## src/rtl/dmem_arbiter.sv

```systemverilog
// dmem_arbiter: shares the single data_memory port between the pipeline MEM
// stage and an auxiliary (loader/debug) requester. Each access occupies the
// port for MEM_LAT cycles. The pipeline wins ties, but a saturating wait
// counter forces the aux requester through after AUX_MAX_WAIT lost arbitrations.
module dmem_arbiter #(
    parameter int MEM_LAT      = 2,
    parameter int AUX_MAX_WAIT = 4
) (
    input  logic        clk,
    input  logic        rst,
    input  logic        pipe_memread,
    input  logic        pipe_memwrite,
    input  logic [31:0] pipe_addr,
    input  logic [31:0] pipe_wdata,
    output logic [31:0] pipe_rdata,
    output logic        pipe_stall,
    input  logic        aux_req,
    input  logic        aux_we,
    input  logic [31:0] aux_addr,
    input  logic [31:0] aux_wdata,
    output logic        aux_gnt,
    output logic [31:0] aux_rdata,
    output logic        aux_done,
    output logic [31:0] mem_addr,
    output logic [31:0] mem_wdata,
    output logic        mem_memread,
    output logic        mem_memwrite,
    input  logic [31:0] mem_rdata
);

    localparam int CNT_W  = (MEM_LAT > 1) ? $clog2(MEM_LAT) : 1;
    localparam int WAIT_W = $clog2(AUX_MAX_WAIT + 1);

    localparam logic [CNT_W-1:0]  CNT_LAST = CNT_W'(MEM_LAT - 1);
    localparam logic [WAIT_W-1:0] WAIT_MAX = WAIT_W'(AUX_MAX_WAIT);

    localparam logic [1:0] IDLE   = 2'd0;
    localparam logic [1:0] BUSY_P = 2'd1;
    localparam logic [1:0] BUSY_A = 2'd2;

    logic [1:0]        state;
    logic [CNT_W-1:0]  cnt;
    logic [WAIT_W-1:0] wait_cnt;

    logic pipe_req;
    logic pipe_is_read;
    logic aux_elig;
    logic aux_wins;
    logic last_cycle;

    assign pipe_req     = pipe_memread | pipe_memwrite;
    // A simultaneous read+write request is treated as a pure write.
    assign pipe_is_read = pipe_memread & ~pipe_memwrite;
    // aux is masked while its done pulse is out, giving the requester time to drop.
    assign aux_elig     = aux_req & ~aux_done;
    assign aux_wins     = aux_elig & (~pipe_req | (wait_cnt == WAIT_MAX));
    assign last_cycle   = (state != IDLE) && (cnt == CNT_LAST);

    assign aux_gnt    = (state == BUSY_A);
    assign pipe_stall = pipe_req & ~((state == BUSY_P) && (cnt == CNT_LAST));
    assign pipe_rdata = ((state == BUSY_P) && last_cycle && pipe_is_read) ? mem_rdata : 32'h0;

    // Arbitration FSM, access-latency counter, aux starvation counter and aux result registers.
    always_ff @(posedge clk) begin
        if (rst) begin
            state     <= IDLE;
            cnt       <= '0;
            wait_cnt  <= '0;
            aux_rdata <= 32'h0;
            aux_done  <= 1'b0;
        end else begin
            aux_done <= 1'b0;
            case (state)
                IDLE: begin
                    cnt <= '0;
                    if (aux_wins) begin
                        state    <= BUSY_A;
                        wait_cnt <= '0;
                    end else if (pipe_req) begin
                        state <= BUSY_P;
                        if (aux_elig && (wait_cnt != WAIT_MAX)) begin
                            wait_cnt <= wait_cnt + WAIT_W'(1);
                        end
                    end
                end
                BUSY_P, BUSY_A: begin
                    cnt <= cnt + CNT_W'(1);
                    if (last_cycle) begin
                        state <= IDLE;
                        cnt   <= '0;
                        if (state == BUSY_A) begin
                            aux_done <= 1'b1;
                            if (!aux_we) begin
                                aux_rdata <= mem_rdata;
                            end
                        end
                    end
                end
                default: begin
                    state <= IDLE;
                    cnt   <= '0;
                end
            endcase
        end
    end

    // Steer the granted requester onto the memory port; the port is quiet in IDLE
    // and while reset is asserted, so an aborted access never commits a write.
    always_comb begin
        mem_addr     = 32'h0;
        mem_wdata    = 32'h0;
        mem_memread  = 1'b0;
        mem_memwrite = 1'b0;
        if (!rst) begin
            if (state == BUSY_P) begin
                mem_addr     = pipe_addr;
                mem_wdata    = pipe_wdata;
                mem_memread  = pipe_is_read;
                mem_memwrite = pipe_memwrite;
            end else if (state == BUSY_A) begin
                mem_addr     = aux_addr;
                mem_wdata    = aux_wdata;
                mem_memread  = ~aux_we;
                mem_memwrite = aux_we;
            end
        end
    end

endmodule

```

## config.mk

```make
export PLATFORM = sky130hd
export DESIGN_NAME = dmem_arbiter
export DESIGN_NICKNAME = d
export VERILOG_FILES = /design/src/rtl/dmem_arbiter.sv
export SDC_FILE = /design/constraint.sdc
export NUM_CORES = 1
export LEC_CHECK = 0
export BUFFER_PORTS_ARGS = -buffer_cell sky130_fd_sc_hd__buf_4
export CORE_AREA = 2 2 115 117
export CTS_CLUSTER_DIAMETER = 150
export DETAILED_ROUTE_END_ITERATION = 12
export DIE_AREA = 0 0 117 119
export HOLD_SLACK_MARGIN = 0.03
export PLACE_DENSITY_LB_ADDON = 0.3
export SLEW_MARGIN = 25
export SYNTH_ARGS = -nofsm -noshare
export SYNTH_HDL_FRONTEND = slang
export SYNTH_SLANG_ARGS = --single-unit
```

## constraint.sdc

```tcl
create_clock -name clk -period 2.05 [get_ports clk]
set_input_delay 0.1025 -clock clk [delete_from_list [all_inputs] [get_ports clk]]
set_output_delay 0.1025 -clock clk [all_outputs]
set_load 0.01 [all_outputs]
```

# == Word-level counts from Yosys, hierarchy flattened ==
# Cells that the tools add are included.
# totals
regBits,39
input_bits,166
out_inout_bits,133
word_cells,62
# classes
n_addsub,2
n_eq_ne,6
mux,21
n_bitwise,13
reduce_logical,15
# ops
op,n
$mux 32,7
$mux 3,3
$mux 1,7
$not 1->1,7
$mux 2,3
$ne 3x3->1 const B,2
$reduce_bool 2->1,3
$reduce_or 3->1,2
$logic_and 1x1->1,5
$and 1x1->1,4
$pmux 2 s2,1
$reduce_and 4->1,1
$add 3x1->3 const B,1
$eq 3x3->1 const B,1
$reduce_and 3->1,1
$eq 2x1->1 const B,1
$eq 2x2->1 const B,1
$logic_not 2->1,1
$ne 2x2->1 const B,1
$or 1x1->1,2
$reduce_and 2->1,1
$reduce_or 2->1,1
$add 1x1->1 const B,1

# == Depth between registers and ports, before layout ==
# logic_depth
depth_word,6
ltp_mapped,7
depth_no_buf,5

# == Worst setup path after synthesis ==
# OpenSTA, ideal clock, no wires.
# synth_path
kind,flip-flop to flip-flop
from,reg state[0]
to,reg state[1]
setup_ns,0.121
arrival_ns,1.427
required_time_ns,1.929
setup_slack_ns,0.502
path_stages_with_launch,6
path_buffers,1
synth_period_minus_slack_ns,1.548
path_cell_list,dfxtp_1 > inv_1 > ha_1 > clkbuf_1 > a32oi_1 > mux2_2
# synth_via
elab_chain_len,4
elab_cells_between_ends,10
classes_between,eq/ne (4); mux (1); reduce/logical (5)
# synth_lines
element,line_no,rtl
"start, declared",41,logic [1:0] state;
"start signal, assigned",66,state <= IDLE;
"start signal, assigned",77,state <= BUSY_A;
"start signal, assigned",80,state <= BUSY_P;
$eq 2x2->1 (tied with other cells),73,case (state)
$reduce_or 2->1 or $logic_and 1x1->1 (tied branches),"73, 57",
$ne 2x2->1 (no line),--,
$reduce_and 2->1 (no line),--,
# Several ways; a longest one is shown, not always the timed one.
# A chain may end at the register's enable or synchronous reset.

# == Worst setup path in the final report ==
# layout_path
from,reg state[0]
to,out mem_wdata[26]
# layout_via
elab_chain_len,4
elab_cells_between_ends,5
classes_between,eq/ne (2); mux (3)
# layout_lines
element,line_no,rtl
$eq 2x2->1,120,end else if (state == BUSY_A) begin
$mux 32,120,
$mux 32 (*),115,if (state == BUSY_P) begin
$mux 32 (*),114,if (!rst) begin
"end, declared",25,"output logic [31:0] mem_wdata,"
# Every way passes the cells marked *; elsewhere a longest branch is shown, timed or not.

==> flow_metrics.py <==
metrics = {
    "power_and_ir_drop": {
        "p_switching_uw": 1454,
        "power.static_leakage_uw": 0.002516,
        "switching_share_pct": 38.43,
        "p_seq_share_pct": 21.3,
        "vdd_drop_max_uv": 589.0,
        "comb_power_share_pct": 57.2,
        "share_clk_of_total_power_pct": 21.5,
        "power.density_cell_area_mw_per_mm2": 664.5,
        "power_report.internal_total_uw": 2330,
    },
    "cts": {
        "htree_num_levels": 2,
        "tritoncts.num_buffers": 5,
        "clockBufferDepth": 2,
        "insertion_delay_ps": 280,
        "tritoncts": "built",
        "holdBufCountCts": 0,
        "clock-root-buffer": "clkbuf_16",
        "path_clk_slew_ps": 60,
        "clock-sinks": 39,
    },
    "synth": {
        "synth_flop_cell": "dfxtp_1",
        "netlist-cell-type-count": 29,
        "postSynthAreaPerCell_um2": 6.639,
        "synth_compound_gate_area_share_pct": 23.34,
        "yosys_warnings": 0,
        "asyncSetResetFlopFracSynth_pct": 0,
        "synth_top_family_by_area": "simple AND/OR/NAND/NOR gates",
        "synthCells": 457,
        "synth_edf_count": 0,
        "post_synth_xor_area_fraction_pct": 0,
        "post_synth_mux_area_share_pct": 0.7010,
        "synth_seq_cells": 39,
        "post_synth_and_or_nand_nor_area_fraction_pct": 40.16,
        "postSynthNetCount": 629,
        "ys_seq_area_share_pct": 25.73,
        "mappedNetlistArea_mm2": 0.003034,
        "synth-adder-area-share_pct": 2.474,
    },
    "timing": {
        "fin_worst_hold_slack_ps": 88.17,
        "finalClockSkew_ps": 3.613,
        "final-hold-violation-count": 0,
        "grt_setup_unrepaired": "no",
        "max_clock_freq_ghz": 0.5232,
        "setup-violations-final": 0,
        "worst_pin_slew_ps": 637.1,
        "max-slew-margin-rel_pct": 57.53,
        "finalWorstPathRequiredPeriod_ps": 1911,
        "timing.final.max_slew_violations": 0,
        "tns_ps": 0,
        "layout_worst_path_cycle_share_pct": 93.23,
    },
    "grt": {
        "track_usage_pct": 18.24,
        "first_pass_grt_wire_length_um": 20440,
        "grt_pass1_vias": 4114,
        "grt_start_max_net_pins": 60,
        "grt-ovfl-total": 0,
        "grt_antenna_before_repair": 0,
    },
    "final_layout": {
        "finish.net_count": 901,
        "flow.area_growth_from_synthesis_pct": 87.71,
        "final_design_area_no_fill_mm2": 0.005695,
        "diodes": 0,
        "mostFrequentLayoutCell": "buf_4",
        "drive_gt1_share_pct": 44.93,
        "instances_no_fill": 906,
        "final_cell_mix": "buf_4 (308), a21oi_1 (98), nand2_1 (63)",
    },
    "place": {
        "dp_hpwl_um": 10730,
        "place.gp.congestion": 0.7428,
        "placed_cell_count": 897,
        "port-buffer-count": 298,
        "placed_cell_area_mm2": 0.005500,
    },
    "detailed_routing": {
        "drc_errors": 0,
        "drt_iter0_markers": 239,
        "dr.pass1.iters": 4,
        "via_count": 4340,
        "routed_wl_um": 13810,
        "viasPerCell": 4.790,
        "routed_antenna_nets": 0,
        "wire_per_inst_um": 15.24,
    },
    "floorplan": {
        "row_count": 42,
        "design.die.area_mm2": 0.01392,
        "floorplan.die.height_um": 119,
        "core_area_mm2": 0.01287,
        "boundary_pin_count": 299,
        "die_width_um": 117,
        "initial_core_util_pct": 23.57,
    },
    "critical_path": {
        "crit_path_start_kind": "flop",
        "endpoint_kind": "output port",
        "crit_fanout": 35,
        "rrSetupSlack_ps": 390,
        "cp.required_ps": 1950,
        "critical_path_arrival_ps": 1810,
        "path_class": "reg2out",
    },
    "status": {
        "outcome": "completed",
    },
    "flow_run": {
        "drv_cap": 0,
    },
    "worst_hold_path": {
        "holdCritPathClass": "in2reg",
    },
}
-- final timing paths --
path                      start            end  cells after the start
setup / recovery       state[0]  mem_wdata[26]                      7
hold / removal    mem_rdata[14]  aux_rdata[14]                      3
setup reg to reg       state[1]       state[1]                      5
hold reg to reg     wait_cnt[1]    wait_cnt[1]                      2
-- per-stage QoR --
stage               utilization, %  power [uW]  worst slack [ps]
floorplan                        -        2004             501.8
global placement             42.72        2904             375.3
detailed placement           42.72        2930             340.7
CTS                          43.96        3763             35.90
global route                 44.24        4049             51.47
finish                       44.24        3784             138.8
-- cell usage after synthesis, types with 5 or more instances --
library cell / number / area, um^2
a21oi_1: 98 / 490.5
nand2_1: 63 / 236.5
nand3b_1: 62 / 465.5
dfxtp_1: 39 / 780.8
clkbuf_1: 37 / 138.9
nand3_1: 35 / 175.2
and2_1: 32 / 200.2
o21ai_0: 29 / 145.1
inv_1: 7 / 26.28
nor2_1: 7 / 26.28
buf_1: 6 / 22.52
ha_1: 6 / 75.07
o21ai_1: 5 / 25.02
-- what timing repair did --
item | CTS | global route
setup buffers | 0 | 1
gates resized for setup | 0 | 4
endpoints found under the setup margin | 0 | 44
-- flip-flops by register name, summed over array words and instances (netlist names) --
name and cells:
aux_done 1, aux_rdata 32, cnt 1, state 2, wait_cnt 3
-- per-layer routing --
layer / part of all wire (%) / vias to the layer above / global-route usage [%]
met5: 0 / - / 0
met4: 2.5 / 0 / 5.956
met3: 9.1 / 21 / 4.529
met2: 50 / 222 / 33.20
met1: 38 / 1973 / 20.40
li1: - / 2124 / -
-- cells by family (layout without fill, tap and decap cells) --
group / after synthesis / count (layout)
AOI/OAI and AO/OA: 138 / 138
adders and majority gates: 6 / 6
buffers and inverters: 57 / 330
DFF: 39 / 39
muxes: 2 / 2
and+or+nand+nor: 215 / 215
-- layout make-up --
| class | instances | area [um^2] |
|---|---|---|
| flip-flops and latches | 39 | 780.7 |
| well taps | 176 | 220.2 |
| repair buffers | 315 | 2442 |
| clock buffers | 7 | 152.6 |
| fillers | 1333 | 7179 |
| multi-input cells | 361 | 2066 |
| clock inverters | 1 | 7.507 |
| inverters | 7 | 26.28 |
-- critical path: stages, from the launching register on --
cell and delay, ps:
dfxtp_1 310, inv_1 120, ha_4 250, buf_12 220
buf_12 170, nand3b_1 140, a21oi_1 180, buf_4 140
-- power groups by stage --
| stage | combinational (uW) | sequential, uW | clock (uW) |
|---|---|---|---|
| 2_1_floorplan | 1180 | 819 | 0 |
| 3_3_place_gp | 2090 | 819 | 0 |
| 3_5_place_dp | 2110 | 821 | 0 |
| 4_1_cts | 2120 | 804 | 843 |
| 5_1_grt | 2370 | 810 | 869 |
| 6_report | 2160 | 805 | 815 |
Note: power is estimated with default switching activity, not from simulation.
